===== config.mk =====
export PLATFORM = sky130hd
export DESIGN_NAME = mem_access_unit
export DESIGN_NICKNAME = d
export VERILOG_FILES = /design/src/rtl/mem_access_unit_pkg.sv /design/src/rtl/mem_access_unit.sv
export SDC_FILE = /design/constraint.sdc
export NUM_CORES = 1
export LEC_CHECK = 0
export BUFFER_PORTS_ARGS = -buffer_cell sky130_fd_sc_hd__buf_2
export CORE_AREA = 2 2 103 55
export CTS_BUF_LIST = sky130_fd_sc_hd__clkbuf_16
export CTS_CLUSTER_SIZE = 20
export DETAILED_ROUTE_END_ITERATION = 7
export DIE_AREA = 0 0 105 57
export GPL_ROUTABILITY_DRIVEN = 0
export PLACE_DENSITY = 0.71
export SKIP_CTS_REPAIR_TIMING = 1
export SLEW_MARGIN = 20
export SYNTH_ARGS = -nofsm -noshare
export SYNTH_HDL_FRONTEND = slang
export SYNTH_SLANG_ARGS = --single-unit

===== constraint.sdc =====
create_clock -name clk -period 2.3 [get_ports clk]
set_input_delay 0.23 -clock clk [delete_from_list [all_inputs] [get_ports clk]]
set_output_delay 0.23 -clock clk [all_outputs]
set_load 0.05 [all_outputs]

===== src/rtl/mem_access_unit_pkg.sv =====
// Shared types and constants for the data-memory access unit.
// Holds the FSM state encoding, default widths and the fault code.
package mem_access_unit_pkg;

  typedef enum logic [1:0] {
    ST_IDLE  = 2'd0,
    ST_WRITE = 2'd1,
    ST_READ  = 2'd2,
    ST_RESP  = 2'd3
  } state_t;

  localparam int DATA_W    = 16;
  localparam int ADDR_W    = 8;
  localparam int MEM_DEPTH = 64;
  localparam int WAIT_W    = 4;

  localparam logic FAULT_NONE  = 1'b0;
  localparam logic FAULT_RANGE = 1'b1;

endpackage


===== src/rtl/mem_access_unit.sv =====
// Initiator side of the data-memory interface: one load/store in flight,
// registered memory strobes and a registered response handshake.
module mem_access_unit
  import mem_access_unit_pkg::*;
#(
  parameter int DATA_W    = mem_access_unit_pkg::DATA_W,
  parameter int ADDR_W    = mem_access_unit_pkg::ADDR_W,
  parameter int MEM_DEPTH = mem_access_unit_pkg::MEM_DEPTH,
  parameter int READ_WAIT = 0
) (
  input  logic              clk,
  input  logic              reset,
  input  logic              req_valid,
  output logic              req_ready,
  input  logic              req_write,
  input  logic [ADDR_W-1:0] req_addr,
  input  logic [DATA_W-1:0] req_wdata,
  output logic              resp_valid,
  input  logic              resp_ready,
  output logic [DATA_W-1:0] resp_rdata,
  output logic              resp_fault,
  output logic              mem_we,
  output logic              mem_re,
  output logic [ADDR_W-1:0] mem_addr,
  output logic [DATA_W-1:0] mem_wdata,
  input  logic [DATA_W-1:0] mem_rdata
);

  // One bit wider than the address so MEM_DEPTH == 2**ADDR_W never faults.
  localparam logic [ADDR_W:0]   LP_DEPTH     = (ADDR_W+1)'(MEM_DEPTH);
  localparam logic [WAIT_W-1:0] LP_READ_WAIT = WAIT_W'(READ_WAIT);

  state_t              r_state,      w_state;
  logic                r_req_ready,  w_req_ready;
  logic                r_resp_valid, w_resp_valid;
  logic [DATA_W-1:0]   r_resp_rdata, w_resp_rdata;
  logic                r_resp_fault, w_resp_fault;
  logic                r_mem_we,     w_mem_we;
  logic                r_mem_re,     w_mem_re;
  logic [ADDR_W-1:0]   r_mem_addr,   w_mem_addr;
  logic [DATA_W-1:0]   r_mem_wdata,  w_mem_wdata;
  logic [WAIT_W-1:0]   r_wait_cnt,   w_wait_cnt;
  logic                w_addr_fault;

  assign w_addr_fault = ({1'b0, req_addr} >= LP_DEPTH);

  // Next-state and next-output logic; every output is a register image.
  always_comb begin
    w_state      = r_state;
    w_req_ready  = r_req_ready;
    w_resp_valid = r_resp_valid;
    w_resp_rdata = r_resp_rdata;
    w_resp_fault = r_resp_fault;
    w_mem_we     = r_mem_we;
    w_mem_re     = r_mem_re;
    w_mem_addr   = r_mem_addr;
    w_mem_wdata  = r_mem_wdata;
    w_wait_cnt   = r_wait_cnt;
    case (r_state)
      ST_IDLE: begin
        if (req_valid) begin
          w_req_ready = 1'b0;
          w_mem_addr  = req_addr;
          w_mem_wdata = req_wdata;
          if (w_addr_fault) begin
            w_state      = ST_RESP;
            w_resp_valid = 1'b1;
            w_resp_fault = FAULT_RANGE;
            w_resp_rdata = {DATA_W{1'b0}};
          end else if (req_write) begin
            w_state  = ST_WRITE;
            w_mem_we = 1'b1;
          end else begin
            w_state    = ST_READ;
            w_mem_re   = 1'b1;
            w_wait_cnt = LP_READ_WAIT;
          end
        end else begin
          w_req_ready = 1'b1;
        end
      end
      ST_WRITE: begin
        w_state      = ST_RESP;
        w_mem_we     = 1'b0;
        w_resp_valid = 1'b1;
        w_resp_rdata = {DATA_W{1'b0}};
        w_resp_fault = FAULT_NONE;
      end
      ST_READ: begin
        if (r_wait_cnt != {WAIT_W{1'b0}}) begin
          w_wait_cnt = r_wait_cnt - {{(WAIT_W-1){1'b0}}, 1'b1};
        end else begin
          w_state      = ST_RESP;
          w_mem_re     = 1'b0;
          w_resp_valid = 1'b1;
          w_resp_rdata = mem_rdata;
          w_resp_fault = FAULT_NONE;
        end
      end
      ST_RESP: begin
        if (resp_ready) begin
          w_state      = ST_IDLE;
          w_resp_valid = 1'b0;
          w_req_ready  = 1'b1;
        end else begin
          w_resp_valid = 1'b1;
        end
      end
      default: begin
        w_state      = ST_IDLE;
        w_req_ready  = 1'b1;
        w_resp_valid = 1'b0;
        w_mem_we     = 1'b0;
        w_mem_re     = 1'b0;
      end
    endcase
  end

  // State and output registers with synchronous active-low reset.
  always_ff @(posedge clk) begin
    if (!reset) begin
      r_state      <= ST_IDLE;
      r_req_ready  <= 1'b1;
      r_resp_valid <= 1'b0;
      r_resp_rdata <= {DATA_W{1'b0}};
      r_resp_fault <= 1'b0;
      r_mem_we     <= 1'b0;
      r_mem_re     <= 1'b0;
      r_mem_addr   <= {ADDR_W{1'b0}};
      r_mem_wdata  <= {DATA_W{1'b0}};
      r_wait_cnt   <= {WAIT_W{1'b0}};
    end else begin
      r_state      <= w_state;
      r_req_ready  <= w_req_ready;
      r_resp_valid <= w_resp_valid;
      r_resp_rdata <= w_resp_rdata;
      r_resp_fault <= w_resp_fault;
      r_mem_we     <= w_mem_we;
      r_mem_re     <= w_mem_re;
      r_mem_addr   <= w_mem_addr;
      r_mem_wdata  <= w_mem_wdata;
      r_wait_cnt   <= w_wait_cnt;
    end
  end

  assign req_ready  = r_req_ready;
  assign resp_valid = r_resp_valid;
  assign resp_rdata = r_resp_rdata;
  assign resp_fault = r_resp_fault;
  assign mem_we     = r_mem_we;
  assign mem_re     = r_mem_re;
  assign mem_addr   = r_mem_addr;
  assign mem_wdata  = r_mem_wdata;

endmodule

Word level (Yosys, flattened, before mapping)
Cells that the tools add are included.

Output and inout port bits: 45. RAM bits: 0. Flip-flop bits (word level): 51. Memories kept: 0. ROM bits: 0. Logic and storage cells: 70. Input port bits: 45. Bits in latches: 0.

Div/mod/pow operators: 0. $add $sub $neg: 1. Multiply operators: 0. $lt $le $gt $ge: 1. Shifts and indexed selects: 0. Reductions and logical operators: 14. Bitwise logic cells: 0. Equal/unequal tests: 11. Multiplexer cells: 33.

Operators with widths (number): $mux 16 (3); $pmux 16 s3 (1); $mux 4 (4); $ne 2x2->1 const B (8); $mux 1 (13); $mux 2 (5); $reduce_and 5->1 (2); $ge 8x7->1 const B (1); $pmux 2 s4 (1); $pmux 4 s2 (1); $reduce_and 4->1 (2); $pmux 1 s2 (3); $reduce_and 3->1 (2); $reduce_bool 2->1 (3); $eq 2x2->1 const B (2); $pmux 1 s4 (1); $reduce_and 2->1 (2); $reduce_bool 4->1 (1); $sub 4x1->4 const B (1); $pmux 1 s3 (1); $reduce_bool 3->1 (1); $eq 2x1->1 const B (1); $logic_not 2->1 (1).

Depth between registers and ports, before layout
Depth after elaboration: 4. Depth in mapped cells: 8. Gate-level depth less buffers: 5.

Worst setup path after synthesis
OpenSTA, ideal clock, no wires.

Path type: register to register. Start point: register r_wait_cnt[0]. End point: register r_resp_rdata[10], in the netlist resp_rdata[10]. Required time: 2.228 ns. Path buffers: 2. Path slack: 0.535 ns. Cell stages (with the launch flop): 8. Library setup time: 0.072 ns. Arrival: 1.694 ns. Cell sequence: dfxtp_1 -> inv_1 -> ha_1 -> or3b_1 -> buf_6 -> a22oi_4 -> buf_12 -> mux2i_1.

Word-level cells in the longest chain between the ends: 3.

RTL lines: from (decl) (RTL line mem_access_unit.sv:42) `logic [WAIT_W-1:0] r_wait_cnt, w_wait_cnt;`; from (signal assigned) (RTL line mem_access_unit.sv:131) `r_wait_cnt <= {WAIT_W{1'b0}};`; from (signal assigned) (RTL line mem_access_unit.sv:142) `r_wait_cnt <= w_wait_cnt;`; $reduce_bool 4->1 (RTL line mem_access_unit.sv:90) `if (r_wait_cnt != {WAIT_W{1'b0}}) begin`; $ne 2x2->1 (no source line); $reduce_and 4->1 (no source line); to (signal assigned) (RTL line mem_access_unit.sv:125) `r_resp_rdata <= {DATA_W{1'b0}};`; to (signal assigned) (RTL line mem_access_unit.sv:136) `r_resp_rdata <= w_resp_rdata;`; to (decl) (RTL line mem_access_unit.sv:36) `logic [DATA_W-1:0] r_resp_rdata, w_resp_rdata;`.

Every way passes these cells. A chain may end at the register's enable or synchronous reset.

Worst setup path in the final report
Start point: register r_wait_cnt[1]. End point: register r_resp_rdata[8], in the netlist resp_rdata[8].

Same word-level chain as after synthesis.

==> impl_metrics.ini <==
[outcome]
run_status = completed

[routing]
num_vias = 2084
remaining_drc_errors = 0
drt_iter0_drc = 111
detail-route-antenna-nets = 0
first_pass_iters = 7
finalWirelength_um = 5240
via_per_inst = 4.94
wl_per_cell_um = 12.4

[sta]
finalClockSkew_ns = 0.00509
period_minus_slack_ns = 1.96
period_share = 0.852
setup_viol = 0
worst_slack_ns = 0.340
rsz0062_at_grt = false
worst_pin_slew_ns = 0.505
fin_tns_setup_ns = 0
drv_slew = 0
hold_violations = 0
max_freq_mhz = 510
relSlewSlack = 0.658

[synthesis]
yosys.area_share.simple = 0.210
synth_xor_area_frac = 0
synth-seq-cells = 51
synth_nets = 314
synthAdderAreaFrac = 0.0335
ys.warnings.count = 0
yosysUniqueCellTypes = 43
ys_seq_area_frac = 0.455
synthCells = 263
synth_compound_area_frac = 0.150
synth_top_family_by_area = simple AND/OR/NAND/NOR gates
synthMuxAreaShare = 0.0898
avgSynthCellArea_um2 = 8.53
synthesis.area_um2 = 2240

[run]
max-cap-violations = 0

[global_route]
grt_pass1_wl_um = 8600
grt_max_degree = 47
grtUsageTotal = 0.177
grt_pass1_vias = 1874
gr-total-overflow = 0
antenna_found_initial = 0

[placement]
hpwl_um = 3770
dp_slack_ns = 0.345
io_buffers = 89

[floorplan]
die_area_um2 = 5990
row_count = 19
ios = 90
chipHeight_um = 57
core_area_um2 = 5180
die_width_um = 105
start_util = 0.433

[critical_path]
rr_endpoint = resp_rdata[8]
cp.arrival_ns = 2.17
r2r-start = r_wait_cnt[1]
path_class = reg2reg
startpoint = r_wait_cnt[1]
required_ns = 2.51
path_max_fanout = 16
r2r_setup_slack_ns = 0.34
r2r_cells = 6
cp-end-kind = register
cp-start-kind = register

[power_and_ir_drop]
powerDensity_nw_per_um2 = 1140
peakVddDrop_mv = 0.484
p_leak_nw = 1.33

[clock_network]
tritoncts = built
path_clk_slew_ns = 0.07
h-tree-depth = 2
cts_sinks = 51
numCtsBuffers = 5
clk_latency_ns = 0.28
cts_root_buffer = clkbuf_16
clock_path_buffers = 2

[finish]
final_util = 0.556
syn2layout_area_growth_pct = 28.6
drive_gt1_frac = 0.312
num_antenna_cells = 0
nNetsFinal = 399

[min_path]
hold_end = mem_addr[4]
worstHoldStart = req_addr[4]
hold_class = in2reg
hold_depth = 3
cell usage in the layout, fill, tap and decap left out, types with 2 or more instances in the layout:
cell and instances:
nand2_1 75, mux2i_1 19, nand2b_1 2, nand3_1 17, buf_4 8, o22ai_1 2, inv_1 10, buf_2 89
o221ai_1 2, clkbuf_16 5, o21ai_0 2, a22oi_1 2, o211ai_1 3, a21oi_1 24, nor2_1 2, clkinv_2 3
or3b_1 2, a211oi_1 3, ha_1 6, dfxtp_1 51
layout make-up:
class                   instances  area, um^2
flip-flops and latches         51        1020
fillers                       506        2300
multi-input cells             182        1080
repair buffers                 97         505
clock inverters                 3        15.0
inverters                      11        41.3
well taps                      73        91.3
clock buffers                   5         125
registers in the layout, summed over array words and instances, names as in the netlist:
register,flops
r_state,2
mem_addr,8
mem_wdata,16
r_wait_cnt,4
resp_valid,1
req_ready,1
mem_we,1
resp_rdata,16
mem_re,1
resp_fault,1
layer usage:
metal / vias to the layer above / part of all wire / track usage
met5: - / 0 / 0
met3: 2 / 0.051 / 0.0423
met1: 954 / 0.50 / 0.243
met2: 53 / 0.45 / 0.295
li1: 1075 / - / -
met4: 0 / 0.0019 / 0.0286
how the worst max path moves through the flow:
stage	to	slack, ns	cells past startpoint
after floorplan	resp_rdata[10]	0.53	7
after CTS	resp_rdata[8]	0.34	6
after detailed placement	resp_rdata[8]	0.34	6
after global routing	resp_rdata[11]	0.24	6
after global placement	resp_rdata[12]	0.46	6
final	resp_rdata[8]	0.34	6
cells in the mapped netlist, drive strengths merged:
master	count	share of area
nand2	75	0.13
o2111ai	1	0.0039
clkbuf	15	0.025
nor4b	1	0.0039
a2111oi	1	0.0039
o2bb2ai	1	0.0039
clkinv	1	0.0017
inv	10	0.017
a221oi	1	0.0039
or3b	2	0.0078
and4bb	1	0.0056
o31a	1	0.0039
o31ai	1	0.0033
nor2	2	0.0033
and2	1	0.0028
o221ai	2	0.0078
o211a	1	0.0045
o311ai	2	0.0078
nand3b	1	0.0033
a21oi	24	0.054
a211oi	3	0.010
mux2i	19	0.085
nand2b	3	0.0095
dfxtp	51	0.46
o22ai	2	0.0056
ha	6	0.033
o21ai	2	0.0045
a222oi	1	0.0045
nand4	1	0.0028
a22oi	3	0.016
or4b	1	0.0045
nor4	1	0.0028
buf	4	0.018
mux2	1	0.0050
o211ai	3	0.010
a31oi	1	0.0028
nand3	17	0.038
worst max-delay path, cell delays in order, from the launching register on:
cell	delay, ns
dfxtp_1	0.35
inv_1	0.09
ha_1	0.17
or3b_1	0.50
a22oi_4	0.23
buf_4	0.30
mux2i_1	0.24
cells by family after synthesis:
| family | count (synthesis) |
|---|---|
| AOI/OAI and AO/OA | 50 |
| DFF | 51 |
| muxes | 20 |
| adders and majority gates | 6 |
| and+or+nand+nor | 106 |
| buffers and inverters | 30 |
stage by stage:
step                      cell area [um^2]  hold slack, ns  instances  total power, mW
final                                 2880           0.180        422             3.28
after global routing                  2880           0.187        422             3.47
after CTS                             2880           0.175        422             3.32
after detailed placement              2740           0.444        414             2.60
after global placement                2740           0.439        414             2.58
after floorplan                       2240           0.366        263             2.29
report_power, final:
part           total [mW]  leakage, nW  switching, mW  internal (mW)
Sequential           1.10        0.416         0.0760           1.02
Clock               0.702       0.0733          0.305          0.397
Combinational        1.48        0.838           1.01          0.473
Total                3.28         1.33           1.39           1.89
Note: power is estimated with default switching activity, not from simulation.
